### src/rtl/cmd_encode_pkg.sv
// Command-protocol constants shared by the command encoder and the UART command decoder.
// Frame headers and FSM state encodings live here so both ends of the link agree.
package cmd_encode_pkg;

    localparam logic [7:0] CMD_HDR_WR = 8'h55;
    localparam logic [7:0] CMD_HDR_RD = 8'hAA;

    localparam logic [1:0] ST_IDLE = 2'd0;
    localparam logic [1:0] ST_HDR  = 2'd1;
    localparam logic [1:0] ST_DATA = 2'd2;
    localparam logic [1:0] ST_DONE = 2'd3;

    function automatic logic [7:0] hdr_byte(input logic rd,
                                            input logic [7:0] hdr_wr,
                                            input logic [7:0] hdr_rd);
        return rd ? hdr_rd : hdr_wr;
    endfunction

endpackage

### src/rtl/cmd_encode.sv
// Serialises write/read commands into byte frames (header, then MSB-first payload for writes)
// for a ready/valid byte sink such as a UART transmitter.
module cmd_encode
    import cmd_encode_pkg::*;
#(
    parameter logic [7:0] HDR_WR     = CMD_HDR_WR,
    parameter logic [7:0] HDR_RD     = CMD_HDR_RD,
    parameter int         DATA_BYTES = 4
) (
    input  logic                    clk,
    input  logic                    rst,
    input  logic                    cmd_valid,
    output logic                    cmd_ready,
    input  logic                    cmd_rd,
    input  logic [8*DATA_BYTES-1:0] cmd_data,
    output logic [7:0]              tx_data,
    output logic                    tx_valid,
    input  logic                    tx_ready,
    output logic                    busy,
    output logic                    frame_done
);

    localparam int PW    = 8 * DATA_BYTES;
    localparam int CNT_W = $clog2(DATA_BYTES + 1);
    localparam logic [CNT_W-1:0] CNT_LAST = CNT_W'(DATA_BYTES - 1);

    logic [1:0]       state_reg;
    logic [CNT_W-1:0] cnt_reg;
    logic [PW-1:0]    payload_reg;
    logic             rd_reg;
    logic [7:0]       tx_data_reg;

    // Ready is gated by rst so it reads 0 during reset and 1 as soon as reset releases.
    assign cmd_ready  = (state_reg == ST_IDLE) && !rst;
    assign tx_valid   = (state_reg == ST_HDR) || (state_reg == ST_DATA);
    assign busy       = (state_reg != ST_IDLE);
    assign frame_done = (state_reg == ST_DONE);
    assign tx_data    = tx_data_reg;

    always_ff @(posedge clk or posedge rst) begin
        if (rst) begin
            state_reg   <= ST_IDLE;
            cnt_reg     <= '0;
            payload_reg <= '0;
            rd_reg      <= 1'b0;
            tx_data_reg <= 8'h00;
        end else begin
            case (state_reg)
                ST_IDLE: begin
                    if (cmd_valid) begin
                        state_reg   <= ST_HDR;
                        rd_reg      <= cmd_rd;
                        payload_reg <= cmd_data;
                        cnt_reg     <= '0;
                        tx_data_reg <= hdr_byte(cmd_rd, HDR_WR, HDR_RD);
                    end
                end
                ST_HDR: begin
                    if (tx_ready) begin
                        if (rd_reg) begin
                            state_reg   <= ST_DONE;
                            tx_data_reg <= 8'h00;
                        end else begin
                            // Preload the first payload byte and shift it out of the register.
                            state_reg   <= ST_DATA;
                            tx_data_reg <= payload_reg[PW-1 -: 8];
                            payload_reg <= payload_reg << 8;
                        end
                    end
                end
                ST_DATA: begin
                    if (tx_ready) begin
                        cnt_reg <= cnt_reg + 1'b1;
                        if (cnt_reg == CNT_LAST) begin
                            state_reg   <= ST_DONE;
                            tx_data_reg <= 8'h00;
                        end else begin
                            tx_data_reg <= payload_reg[PW-1 -: 8];
                            payload_reg <= payload_reg << 8;
                        end
                    end
                end
                ST_DONE: state_reg <= ST_IDLE;
                default: state_reg <= ST_IDLE;
            endcase
        end
    end

endmodule

### config.mk
export PLATFORM = sky130hd
export DESIGN_NAME = cmd_encode
export DESIGN_NICKNAME = d
export VERILOG_FILES = /design/src/rtl/cmd_encode_pkg.sv /design/src/rtl/cmd_encode.sv
export SDC_FILE = /design/constraint.sdc
export NUM_CORES = 1
export LEC_CHECK = 0
export CORE_MARGIN = 5
export CORE_UTILIZATION = 45
export DETAILED_ROUTE_END_ITERATION = 8
export GPL_TIMING_DRIVEN = 0
export PLACE_DENSITY_LB_ADDON = 0.25
export SYNTH_ARGS = -nofsm -noshare
export SYNTH_HDL_FRONTEND = slang
export SYNTH_SLANG_ARGS = --single-unit
### constraint.sdc
create_clock -name clk -period 1.85 [get_ports clk]
set_input_delay 0.4625 -clock clk [delete_from_list [all_inputs] [get_ports clk]]
set_output_delay 0.4625 -clock clk [all_outputs]
set_load 0.05 [all_outputs]
==> flow_summary_export.csv <==
group,metric,value,unit
run_status,outcome,"completed",
timing,min_period_over_period,98.1,%
die,num_io_pins,49,
die,core_area,0.00501,sq mm
cts,htree_levels,2,
critical_path,arrival,2.00,ns
layout,layout-drive-gt1-share,17.9,%
power_and_ir_drop,p_leak,1.43,nW
global_route,grt_pass1_vias,1717,
critical_path,crit_type,"flip-flop to flip-flop",
power_and_ir_drop,irDropWorstVdd,1.08,mV
detailed_routing,finalWirelength,5030,um
cts,cts-root-buf,"clkbuf_8",
power_and_ir_drop,pwr_density_cell,2060,mW/mm^2
detailed_routing,drt_iter0_markers,63,
detailed_routing,via_count,1841,
synth,synthesis.area,0.00229,sq mm
die,die_w,81.3,um
layout,largest_register_ffs,32,
cts,tritoncts,"yes",
synth,syn_inst,231,
global_route,use_met2,25.7,%
global_route,antenna_found_initial,0,
die,rows,26,
layout,final_area,0.00312,sq mm
detailed_routing,wl_per_cell,13.7,um
critical_path,crit_path_frequent_cell,"buf_6",
flow_run,drv_cap,0,
placement,dp_slack,-0.462,ns
synth,synth.net_count,276,
timing,finalSetupViolations,0,
cts,cts.sinks,46,
placement,gp_congestion,0.772,
timing,min_period,1.81,ns
synth,synth-seq-cells,46,
critical_path,critPathCaptureType,"flip-flop",
critical_path,cp_max_fo,10,
synth,synth_area_per_cell,9.90,sq um
synth,synth-warning-count,0,
detailed_routing,drc_errors,0,
layout,antenna_cells,0,
critical_path,cp_cell_sequence,"inv_2, ha_4, buf_6, a22oi_2, nand4_4, buf_6, nand2_1, o21ai_1",
cts,clk_latency,0.30,ns
detailed_routing,firstDrtPassIters,5,
timing,relSlewSlack,67.3,%
critical_path,crit_required,2.04,ns
placement,place_inst,349,
cts,cts_buffers,5,
layout,utilization,62.3,%
global_route,grt_max_degree,44,
die,start_util,45.6,%
critical_path,crit_path_start_kind,"flip-flop",
placement,numPortBuffers,47,
global_route,gr-usage-met1,18.6,%
die,die_h,81.3,um
cts,clk_pin_slew_worst_paths,0.08,ns
layout,seqCellArea,0.00115,sq mm
timing,hold_viol,0,
synth,ys_types,30,
global_route,grt_util_all_layers,15.1,%
timing,layout_setup_ws,0.0352,ns
timing,whs,0.443,ns
critical_path,slowest_stage,"dfrtp_1",
cts,cts_buffer_depth,2,
detailed_routing,via_per_inst,5.03,
global_route,grt_overflow,0,
timing,drv_slew,0,
timing,worst_pin_slew,0.493,ns
layout,fillerInstances,436,
global_route,grt.busiest_layer,"met2",
placement,dp_hpwl,3550,um
die,fp.dieArea,0.00661,sq mm
layout,multi_input_area,0.00110,sq mm
detailed_routing,ant_nets,0,
hold_path,worstHoldPathType,"input port to async pin",
layout,area_delta_synth_final,36.5,%
layout,layout.nets,340,
global_route,grt_first_pass_wirelength,7740,um
global_route,met3_usage,3.99,%
timing,max_freq,551,MHz
timing,finalClockSkew,0.00590,ns
synth,ys_seq_area_share,50.4,%
layout,final_cells,366,
critical_path,cpPeakStageDelay,0.42,ns
placement,dpl_cell_area,0.00288,sq mm
cell usage in the layout, fill, tap and decap left out, drive strengths merged, types with 2 or more instances in the layout:
master,instances
nand2,45
nor2b,2
clkdlybuf4s50,35
buf,25
o21ai,43
mux2i,25
inv,7
dfrtp,46
ha,8
nand2b,11
nand3,2
nand4,2
clkbuf,8
nor2,3
a21oi,10
dlygate4sd2,8
cell families (layout without fill, tap and decap cells):
logic type      Yosys count  in the layout  synth area share, %
simple gates             66             67                 13.8
compound gates           64             64                 15.9
flops                    46             46                 50.4
mux                      26             26                 11.4
buf+inv                  21             85                 4.16
fa+ha+maj                 8              8                 4.38
final timing paths:
check                              from  cells past startpoint  slack, ns               to
max                        state_reg[0]                      8       0.04  payload_reg[30]
min                                 rst                      2       0.44       cnt_reg[2]
max reg2reg                state_reg[0]                      8       0.04  payload_reg[30]
min reg2reg                  tx_data[1]                      2       0.47       tx_data[1]
max in group asynchronous           rst                      3       0.97     state_reg[1]
min in group clk             tx_data[1]                      2       0.47       tx_data[1]
report_power, final:
part | internal, mW | switching (mW)
registers | 1.47 | 0.255
logic | 1.72 | 2.31
clock network | 0.342 | 0.342
metal layers:
metal / routed length (um) / up-vias
met5: 0 / -
met4: 58 / 0
met3: 276 / 7
met2: 2480 / 41
met1: 2220 / 867
li1: - / 926
layout make-up:
class	instances	area share, %
Clock buffer	7	3.09
Sequential cell	46	36.9
Clock inverter	1	0.281
Multi-Input combinational cell	165	35.2
Inverter	7	1.00
Buffer	14	3.61
Tap cell	70	2.81
Timing Repair Buffer	56	17.1
cell usage after synthesis, drive strengths merged:
master	n	area [sq um]
o221ai	1	8.76
buf	13	65.1
dfrtp	46	1150
or3	1	11.3
a211oi	1	7.51
inv	7	26.3
o21bai	1	7.51
mux2i	25	250
a22o	1	8.76
mux2	1	11.3
o21ai	43	215
o211ai	1	7.51
a221o	1	10.0
a31o	1	8.76
clkbuf	1	3.75
nand3	2	15.0
o22ai	1	6.26
nor2	3	11.3
ha	8	100
a21boi	1	11.3
nand4	1	21.3
a22oi	1	12.5
nand2	45	169
a32oi	1	8.76
nor2b	2	12.5
nand2b	11	68.8
a21oi	10	50.1
and3	1	6.26
per-stage QoR:
stage | setup TNS, ns | power (mW)
floorplan | 0 | 4.46
global placement | -37.48 | 5.24
detailed placement | -6.11 | 5.32
CTS | 0 | 6.02
global route | -0.246 | 6.92
finish | 0 | 6.44
worst max-delay path: cells and delay by family (launching register included):
| kind | cells | cell delay, ns |
|---|---|---|
| DFF | 1 | 0.42 |
| buffers and inverters | 3 | 0.44 |
| adders and majority gates | 1 | 0.18 |
| AOI/OAI and AO/OA | 2 | 0.35 |
| and+or+nand+nor | 2 | 0.30 |
repair_timing:
| item | 4_1_cts | 5_1_grt |
|---|---|---|
| endpoints found under the hold margin | 0 | 0 |
| setup endpoints to repair | 41 | 42 |
| cloned | 0 | 3 |
| setup buffers | 0 | 6 |
| pin swaps | 1 | 6 |
| resized for setup | 37 | 23 |
| hold buffers | 0 | 0 |
Note: power is estimated with default switching activity, not from simulation.
